`config.mk`:
```
export PLATFORM = sky130hd
export DESIGN_NAME = bin_to_bcd_seq
export DESIGN_NICKNAME = d
export VERILOG_FILES = /design/src/rtl/bin_to_bcd_seq.sv
export SDC_FILE = /design/constraint.sdc
export NUM_CORES = 1
export LEC_CHECK = 0
export BUFFER_PORTS_ARGS = -buffer_cell sky130_fd_sc_hd__clkbuf_2
export CORE_ASPECT_RATIO = 1.1
export CORE_UTILIZATION = 57
export CTS_CLUSTER_DIAMETER = 50
export DETAILED_ROUTE_END_ITERATION = 6
export PLACE_DENSITY = 0.79
export SYNTH_ARGS = -nofsm -noshare
export SYNTH_HDL_FRONTEND = slang
export SYNTH_SLANG_ARGS = --single-unit
```
`constraint.sdc`:
```
create_clock -name clk -period 2.6 [get_ports clk]
set_clock_uncertainty 0.15 [all_clocks]
set_input_delay 0.39 -clock clk [delete_from_list [all_inputs] [get_ports clk]]
set_output_delay 0.39 -clock clk [all_outputs]
set_load 0.005 [all_outputs]
```
`src/rtl/bin_to_bcd_seq.sv`:
```
// -----------------------------------------------------------------------------
// bin_to_bcd_seq
//   Sequential binary-to-BCD converter using shift-and-add-3 (double dabble).
//   It consumes one input bit per clock and feeds the 7-segment decoders
//   downstream. Every result nibble is guaranteed to be in 0..9. A value that
//   does not fit in DIGITS decimal digits sets overflow, and the output
//   saturates to all nines.
//
// Parameters
//   BIN_W   width of the binary input (4..32)
//   DIGITS  number of BCD digits produced (1..8)
//
// Ports
//   clk       rising-edge clock
//   rst_n     asynchronous active-low reset
//   start     conversion request, sampled only while idle
//   bin       unsigned binary value, sampled on the accepting edge
//   busy      high while a conversion is in progress
//   done      one-cycle pulse when bcd_out/overflow update
//   bcd_out   packed BCD result, digit i in bits [4i+3:4i]
//   overflow  result exceeded 10^DIGITS-1; held until the next done
// -----------------------------------------------------------------------------
module bin_to_bcd_seq #(
    parameter int BIN_W  = 14,
    parameter int DIGITS = 4
) (
    input  logic                  clk,
    input  logic                  rst_n,
    input  logic                  start,
    input  logic [BIN_W-1:0]      bin,
    output logic                  busy,
    output logic                  done,
    output logic [4*DIGITS-1:0]   bcd_out,
    output logic                  overflow
);

    localparam int SW = 4 * DIGITS;
    localparam int CW = $clog2(BIN_W + 1);

    localparam logic [0:0] ST_IDLE = 1'b0;
    localparam logic [0:0] ST_CONV = 1'b1;

    // Adds 3 to every digit that is >= 5. All digits are evaluated in parallel
    // from their pre-shift values.
    function automatic logic [SW-1:0] add3_digits(input logic [SW-1:0] s);
        logic [SW-1:0] r;
        r = s;
        for (int i = 0; i < DIGITS; i++) begin
            if (s[4*i +: 4] >= 4'd5) begin
                r[4*i +: 4] = s[4*i +: 4] + 4'd3;
            end else begin
                r[4*i +: 4] = s[4*i +: 4];
            end
        end
        return r;
    endfunction

    // Saturation pattern: every digit set to 9.
    function automatic logic [SW-1:0] all_nines();
        logic [SW-1:0] r;
        r = {SW{1'b0}};
        for (int i = 0; i < DIGITS; i++) begin
            r[4*i +: 4] = 4'd9;
        end
        return r;
    endfunction

    logic [0:0]       r_state;
    logic [BIN_W-1:0] r_shift;
    logic [SW-1:0]    r_scratch;
    logic [CW-1:0]    r_cnt;
    logic             r_ovf;
    logic             r_busy;
    logic             r_done;
    logic [SW-1:0]    r_bcd;
    logic             r_overflow;

    logic [SW-1:0]    w_corr;
    logic [SW-1:0]    w_scratch_nxt;
    logic [BIN_W-1:0] w_shift_nxt;
    logic             w_ovf_nxt;
    logic             w_last;

    // One double-dabble iteration: correct, then shift {scratch, shift} left.
    // The bit leaving the top digit means the value has outgrown DIGITS
    // digits, so it is folded into the sticky overflow.
    always_comb begin
        w_corr        = add3_digits(r_scratch);
        w_scratch_nxt = {w_corr[SW-2:0], r_shift[BIN_W-1]};
        w_shift_nxt   = {r_shift[BIN_W-2:0], 1'b0};
        w_ovf_nxt     = r_ovf | w_corr[SW-1];
        w_last        = (r_cnt == CW'(1));
    end

    // Control FSM, datapath registers and registered outputs.
    always_ff @(posedge clk or negedge rst_n) begin
        if (!rst_n) begin
            r_state    <= ST_IDLE;
            r_shift    <= {BIN_W{1'b0}};
            r_scratch  <= {SW{1'b0}};
            r_cnt      <= {CW{1'b0}};
            r_ovf      <= 1'b0;
            r_busy     <= 1'b0;
            r_done     <= 1'b0;
            r_bcd      <= {SW{1'b0}};
            r_overflow <= 1'b0;
        end else begin
            case (r_state)
                ST_IDLE: begin
                    r_done <= 1'b0;
                    if (start) begin
                        r_shift   <= bin;
                        r_scratch <= {SW{1'b0}};
                        r_ovf     <= 1'b0;
                        r_cnt     <= CW'(BIN_W);
                        r_busy    <= 1'b1;
                        r_state   <= ST_CONV;
                    end else begin
                        r_state   <= ST_IDLE;
                    end
                end
                ST_CONV: begin
                    r_shift   <= w_shift_nxt;
                    r_scratch <= w_scratch_nxt;
                    r_ovf     <= w_ovf_nxt;
                    r_cnt     <= r_cnt - CW'(1);
                    if (w_last) begin
                        // Publish the result on the same edge as the last shift.
                        r_state    <= ST_IDLE;
                        r_busy     <= 1'b0;
                        r_done     <= 1'b1;
                        r_overflow <= w_ovf_nxt;
                        r_bcd      <= w_ovf_nxt ? all_nines() : w_scratch_nxt;
                    end else begin
                        r_done     <= 1'b0;
                    end
                end
                default: begin
                    r_state <= ST_IDLE;
                    r_busy  <= 1'b0;
                    r_done  <= 1'b0;
                end
            endcase
        end
    end

    assign busy     = r_busy;
    assign done     = r_done;
    assign bcd_out  = r_bcd;
    assign overflow = r_overflow;

endmodule

```
==> flow_metrics.tcl, run 1 <==
set metrics [dict create \
    fp.dieW_um 66.3 \
    critical_path.cell_chain "inv_1, ha_1, or4b_4, inv_2, nor2_1, a31oi_1" \
    critPathBufInv 2 \
    core_area_sq_mm 0.00432 \
    cts_resized 0 \
    worstReg2RegEnd "bcd_out[12]" \
    worstRegToRegCells 6 \
    syn_area_per_cell_sq_um 10.1 \
    row_count 25 \
    crit_path_max_incr_delay_ps 590 \
    seq_area_frac_synth 0.531 \
    syn_to_final_growth_pct 11.5 \
    drtIter0Drc 114 \
    setup_violations 0 \
    clkLatencyLatePin_ps 310 \
    endpoint_kind "register" \
    max_freq_ghz 0.519 \
    p_leak_nw 1.33 \
    crit_family "simple AND/OR/NAND/NOR gates" \
    dp.cells 334 \
    final_common_cell "dfrtp_1" \
    finalCritPeriodShare 0.741 \
    worst_pin_slew_ps 907 \
    design_power_total_mw 3.54 \
    ctsRootBufferMaster "clkbuf_8" \
    track_usage 0.228 \
    grt_pass1_wl_mm 8.30 \
    outcome "complete, no violations" \
    wirelength_mm 4.84 \
    numCtsBuffers 5 \
    syn_inst 256 \
    layout_common_cells "dfrtp_1, nand2_1, clkbuf_2" \
    vias 1923 \
    cts.reportedPaths.clkPinSlew_ps 100 \
    synth_nets 283 \
    hp-class "input pin to asynchronous set/reset pin" \
    cp_max_fo 20 \
    slew_viol_final 0 \
    diodes 0 \
    cp.arrival_ps 2010 \
    grt_max_degree 56 \
    holdBufCountCts 0 \
    tns_ps 0 \
    syn_area_sq_mm 0.00259 \
    io_buffers 35 \
    stdcell_count 341 \
    start_util 0.600 \
    drt-vias-per-instance 5.64 \
    hold_viol_final 0 \
    htree_num_levels 2 \
    slew_headroom 0.395 \
    dp_hpwl_mm 3.26 \
    reg2reg_from "r_cnt[1]" \
    fp.dieArea_sq_mm 0.00482 \
    worstPathRequired_ps 2690 \
    grt_pass1_vias 1831 \
    min_period_ps 1930 \
    antenna_found_initial 0 \
    ir_worst_vdd_mv 0.597 \
    die_y_um 72.7 \
    cts_setup_buffers 0 \
    crit_type "register to register" \
    globalplace.congestion 0.835 \
    ant_nets 0 \
    cts.sinks 55 \
    layout.nets 314 \
    crit_path_top_delay_cell "or4b_4" \
    first_pass_iters 4 \
    drv_cap 0 \
    synth_cell_types 25 \
    cts_tree "yes" \
    io_pins 36 \
    rrSetupSlack_ps 670 \
    rsz0062_at_grt "false" \
    wl_per_cell_um 14.2 \
    ys_ff_latch 55 \
    cts_buffer_depth 2 \
    start_kind "register" \
    grt_remaining_overflow 0 \
    drive_gt1_frac 0.185 \
    ys_warn_count 0 \
    power_density_mw_per_mm2 1220 \
    drc 0 \
]
[worst max-delay path by stage]
stage	endpoint	from	depth (start not counted)	slack (ps)
final	bcd_out[12]	r_cnt[1]	6	670
after global routing	bcd_out[0]	r_cnt[1]	6	520
after CTS	bcd_out[12]	r_cnt[1]	6	670
after detailed placement	bcd_out[12]	r_cnt[1]	6	680
after global placement	bcd_out[4]	r_cnt[1]	6	760
after floorplan	bcd_out[10]	r_scratch[12]	5	770
[cell usage after synthesis]
cell type,n,area [sq um]
a21oi_1,18,90.1
o31ai_1,10,75.1
inv_2,2,7.51
mux2_2,4,45.0
buf_6,2,22.5
buf_4,2,15.0
dfrtp_1,55,1380
nor2_1,13,48.8
buf_2,2,10.0
nor2b_1,1,6.26
or4b_4,1,13.8
nor3_1,4,20.0
inv_1,10,37.5
o31a_1,1,8.76
clkbuf_1,9,33.8
nor3b_1,7,52.6
o22ai_1,15,93.8
ha_1,10,125
mux2i_1,14,140
nand2_1,39,146
a31oi_1,7,43.8
o21ai_1,1,5.00
nand2b_1,5,31.3
xnor2_1,6,52.6
o21ai_0,18,90.1
[cell families (layout without fill, tap and decap cells)]
logic type	Yosys count	in the layout	share of synthesized area
muxes	18	18	0.0715
AOI/OAI and AO/OA	70	70	0.157
DFF	55	55	0.531
and+or+nand+nor	70	70	0.123
adders and majority gates	10	10	0.0483
buffers and inverters	27	58	0.0488
xor gates and xnor gates	6	6	0.0203
[final cells by class]
class | count | area, sq um
sequential | 55 | 1380
tap | 54 | 67.6
clock buffer | 5 | 68.8
timing repair buffer | 39 | 205
inverter | 12 | 45.0
multi-input combinational | 174 | 1090
fill | 345 | 1430
clock inverter | 2 | 37.5
[report_power, final]
| group | switching, mW | internal (mW) |
|---|---|---|
| clock | 0.269 | 0.282 |
| sequential | 0.279 | 1.23 |
| combinational | 0.812 | 0.662 |
| total | 1.36 | 2.18 |
[per-layer routing]
| metal | track usage | up-vias | wire length (um) |
|---|---|---|---|
| li1 | - | 949 | - |
| met1 | 0.290 | 929 | 2330 |
| met2 | 0.383 | 39 | 2280 |
| met3 | 0.0547 | 6 | 165 |
| met4 | 0.0709 | 0 | 68 |
| met5 | 0 | - | 0 |
[state kept, by name, indices dropped and copies added (netlist names)]
name and count:
done 1, r_scratch 16, r_ovf 1, overflow 1, r_cnt 4, r_state 1, busy 1, r_shift 14
bcd_out 16
[per-stage QoR]
stage | setup slack, ps | hold WS [ps] | util | area (sq um)
6_report | 672 | 44.4 | 0.669 | 2890
5_1_grt | 522 | 118 | 0.669 | 2890
4_1_cts | 665 | 70.3 | 0.669 | 2890
3_5_place_dp | 685 | 317 | 0.645 | 2780
3_3_place_gp | 762 | 308 | 0.645 | 2780
2_1_floorplan | 769 | -55.6 | - | 2590
No activity file was read; power rests on OpenSTA's default activity.
==> inputs of run 2 (changes only) <==
- clock period: 2.6 -> 1.85 ns (I/O delays scaled with it)
==> flow_metrics.tcl, run 2 (synthesis gave the netlist of run 1 again) <==
set metrics [dict create \
    drt-vias-per-instance 5.56 \
    critical_path.cell_chain "inv_1, ha_1, or4b_4, buf_6, o31ai_1" \
    wl_met1_mm 2.29 \
    crit_path_top_delay_cell "or4b_4" \
    worst_pin_slew_ps 511 \
    finalCritPeriodShare 0.960 \
    fp.dieW_um 66.3 \
    cts.reportedPaths.clkPinSlew_ps 90 \
    grt_remaining_overflow 0 \
    crit_family "simple AND/OR/NAND/NOR gates" \
    hold_viol_final 0 \
    clkLatencyLatePin_ps 300 \
    critPathBufInv 2 \
    cts_buffer_depth 2 \
    io_pins 36 \
    globalplace.congestion 0.784 \
    core_area_sq_mm 0.00432 \
    setup_violations 0 \
    crit_type "register to register" \
    grt_pass1_wl_mm 8.35 \
    cts_tree "yes" \
    antenna_found_initial 0 \
    ctsRootBufferMaster "clkbuf_8" \
    hp-class "input pin to register" \
    seqPwrFrac 0.414 \
    p_sw_frac 0.387 \
    combPwrFrac 0.450 \
    slew_viol_final 0 \
    min_period_ps 1780 \
    syn_to_final_growth_pct 17.8 \
    final_common_cell "dfrtp_1" \
    drtIter0Drc 131 \
    ir_worst_vdd_mv 0.736 \
    max_freq_ghz 0.563 \
    die_y_um 72.7 \
    start_kind "register" \
    fin_util 0.707 \
    crit_path_max_incr_delay_ps 470 \
    rsz0062_at_grt "true" \
    track_usage 0.231 \
    fp.dieArea_sq_mm 0.00482 \
    io_buffers 35 \
    vias 1953 \
    wl_per_cell_um 14.2 \
    wl_met3_um 201 \
    diodes 0 \
    clkPwrFrac 0.136 \
    worstPathRequired_ps 1910 \
    power_density_mw_per_mm2 1690 \
    slew_headroom 0.660 \
    htree_num_levels 2 \
    grt_pass1_vias 1869 \
    layout_common_cells "dfrtp_1, nand2_1, clkbuf_2" \
    top_layer "met4" \
    p_int_mw 3.16 \
    start_util 0.600 \
    outcome "complete, no violations" \
    timing.hold.ws_ps 68.3 \
    ant_nets 0 \
    p_switching_mw 1.99 \
    cts.sinks 55 \
    numCtsBuffers 5 \
    dp_hpwl_mm 3.42 \
    first_pass_iters 5 \
    drv_cap 0 \
    wirelength_mm 5.00 \
    layout.nets 323 \
    endpoint_kind "register" \
    row_count 25 \
    drc 0 \
    cp.arrival_ps 1840 \
    p_leak_nw 1.40 \
    drive_gt1_frac 0.253 \
    grt_max_degree 37 \
    cp_max_fo 19 \
    met2RoutedLength_mm 2.43 \
]
[run 2: cell count changes in the layout (fill, tap and decap cells not counted), sizes merged]
cell | previous run | this run
inv | 12 | 11
dlygate4sd3 | 0 | 1
bufinv | 1 | 0
clkinvlp | 1 | 0
clkbuf | 40 | 43
buf | 4 | 12
clkinv | 0 | 1
[run 2: worst reg2reg max path, stage by stage, from the launching register on]
cell and delay [ps]:
dfrtp_1 400, inv_1 80, ha_1 140, or4b_4 470, buf_6 190, o31ai_1 260
[run 2: area by class of cell]
cell class                      instances  area (sq um)
Fill cell                             329          1260
Sequential cell                        55          1380
Clock buffer                            8           100
Tap cell                               54          67.6
Inverter                               12          46.3
Multi-Input combinational cell        174          1150
Timing Repair Buffer                   48           317
[run 2: repair_timing]
| item | CTS | global route |
|---|---|---|
| endpoints found under the hold margin | 16 | 0 |
| pin swaps | 0 | 3 |
| buffers inserted | 0 | 3 |
| hold buffers | 1 | 0 |
| setup endpoints to repair | 2 | 18 |
| resized for setup | 2 | 15 |
[run 2: path summary, 6_finish.rpt]
check | startpoint | end | slack, ps | cells past startpoint
max in group asynchronous | rst_n | r_cnt[1] | 730 | 3
min in group asynchronous | rst_n | overflow | 340 | 2
setup / recovery | r_cnt[1] | bcd_out[9] | 70 | 5
hold reg to reg | bcd_out[9] | bcd_out[9] | 330 | 2
hold / removal | bin[0] | r_shift[0] | 70 | 3
setup reg to reg | r_cnt[1] | bcd_out[9] | 70 | 5
[run 2: routing by layer]
layer  up-vias  GRT usage
li1        966          -
met1       933      0.303
met2        47      0.381
met3         7     0.0531
met4         0     0.0709
met5         -          0
[run 2: power by group through the flow]
stage	clock network (mW)	registers, mW	logic, mW
floorplan	0	2.06	1.54
global placement	0	2.11	2.03
detailed placement	0	2.13	2.14
CTS	0.715	2.12	2.16
global route	0.770	2.20	2.62
finish	0.703	2.13	2.32
[run 2: metrics by stage]
stage | setup slack, ps | cell area, sq um | TNS (ps) | cells | power (mW)
after floorplan | 19.3 | 2590 | 0 | 256 | 3.60
after global placement | 71.5 | 2860 | 0 | 339 | 4.14
after detailed placement | -15.6 | 2860 | -22.6 | 339 | 4.27
after CTS | 15.0 | 2980 | 0 | 348 | 5.00
after global routing | -61.1 | 3050 | -97.3 | 351 | 5.59
final | 74.4 | 3050 | 0 | 351 | 5.16
==> inputs of run 3 (changes only) <==
- CELL_PAD_IN_SITES_DETAIL_PLACEMENT: not set -> 0
- CELL_PAD_IN_SITES_GLOBAL_PLACEMENT: not set -> 1
- CORE_UTILIZATION: 57 -> 44
- PLACE_DENSITY: 0.79 -> not set
- PLACE_DENSITY_LB_ADDON: not set -> 0.1
- SLEW_MARGIN: not set -> 20
==> flow_metrics.tcl, run 3 (synthesis gave the netlist of run 1 again) <==
set metrics [dict create \
    fp.dieArea_sq_mm 0.00620 \
    antenna_found_initial 0 \
    ctsRootBufferMaster "clkbuf_8" \
    cts.sinks 55 \
    ant_nets 0 \
    drv_cap 0 \
    wirelength_mm 5.04 \
    cts.reportedPaths.clkPinSlew_ps 90 \
    fin_util 0.565 \
    endpoint_kind "register" \
    vias 1939 \
    syn_to_final_growth_pct 20.7 \
    slew_headroom 0.742 \
    grt_pass1_wl_mm 8.36 \
    dp_hpwl_mm 3.39 \
    drc 0 \
    start_util 0.468 \
    hold_viol_final 0 \
    globalplace.congestion 0.735 \
    reg2reg_from "r_scratch[13]" \
    seqCellArea_sq_mm 0.00138 \
    crit_start "r_scratch[13]" \
    fp.dieW_um 75.2 \
    hp-start "bin[0]" \
    htree_num_levels 2 \
    row_count 28 \
    layout.nets 330 \
    layout_common_cells "dfrtp_1, nand2_1, clkbuf_2" \
    drtIter0Drc 82 \
    grt_remaining_overflow 0 \
    multi_input_area_sq_mm 0.00114 \
    start_kind "register" \
    core_area_sq_mm 0.00554 \
    drt-vias-per-instance 5.13 \
    drive_gt1_frac 0.257 \
    worst_pin_slew_ps 383 \
    p_leak_nw 1.43 \
    crit_type "register to register" \
    cp.arrival_ps 1850 \
    hp-class "input pin to register" \
    clkLatencyLatePin_ps 310 \
    fill_cells 522 \
    power_density_mw_per_mm2 1670 \
    grt_max_degree 56 \
    slew_viol_final 0 \
    min_period_ps 1770 \
    setup_violations 0 \
    dp.cells 366 \
    outcome "complete, no violations" \
    numCtsBuffers 5 \
    cp_max_fo 3 \
    first_pass_iters 4 \
    worstPathRequired_ps 1920 \
    ir_worst_vdd_mv 0.754 \
    rsz0062_at_grt "true" \
    io_buffers 35 \
    cts_buffer_depth 2 \
    stdcell_count 378 \
    cts_tree "yes" \
    wl_per_cell_um 13.3 \
    diodes 0 \
    finalCritPeriodShare 0.959 \
    final_common_cell "dfrtp_1" \
    die_y_um 82.5 \
    max_freq_ghz 0.563 \
    track_usage 0.179 \
    grt_pass1_vias 1793 \
    timing.hold.ws_ps 82.3 \
    io_pins 36 \
]
## run 3: layer usage
metal	up-vias	global-route usage	wire, um
met5	-	0	0
met4	0	0.0611	68
met3	6	0.0364	140
met2	31	0.289	2410
met1	921	0.241	2420
li1	981	-	-
## run 3: worst paths after layout
path | endpoint | slack [ps] | depth (start not counted)
worst min-delay path | r_shift[0] | 80 | 3
worst max register to register | bcd_out[14] | 80 | 6
worst max-delay path | bcd_out[14] | 80 | 6
worst min register to register | bcd_out[5] | 330 | 2
min in group asynchronous | r_scratch[5] | 340 | 3
max in group asynchronous | r_scratch[14] | 950 | 3
## run 3: layout make-up
cell class                      instances  area share
Inverter                               12      0.0152
Tap cell                               75      0.0300
Multi-Input combinational cell        174       0.365
Timing Repair Buffer                   55       0.122
Clock buffer                            6      0.0264
Clock inverter                          1     0.00160
Sequential cell                        55       0.440
## run 3: report_power, final
part	internal (mW)	total (mW)	switching, mW
Sequential	1.73	2.11	0.382
Combinational	1.20	2.43	1.24
Clock	0.295	0.667	0.372
## run 3: critical path, stage by stage (launching register included)
cell and delay [ps]:
dfrtp_1 370, inv_1 100, ha_1 200, nand2b_1 150
a21oi_2 180, mux2_4 330, o31ai_2 200
## run 3: timing repair
action,4_1_cts,5_1_grt
hold endpoints to repair,55,0
gates cloned,0,0
pin swaps,0,2
buffers inserted,0,4
hold buffers,1,0
gates resized for setup,2,13
endpoints found under the setup margin,2,14
## run 3: per-stage QoR
step / TNS [ps] / setup WS (ps) / cell area, sq um / total power, mW
after global routing: -16.9 / -6.69 / 3130 / 5.67
after global placement: 0 / 53.9 / 2940 / 4.31
after detailed placement: 0 / 10.6 / 2940 / 4.37
after CTS: 0 / 23.2 / 3050 / 5.07
after floorplan: 0 / 19.3 / 2590 / 3.60
final: 0 / 75.0 / 3130 / 5.21
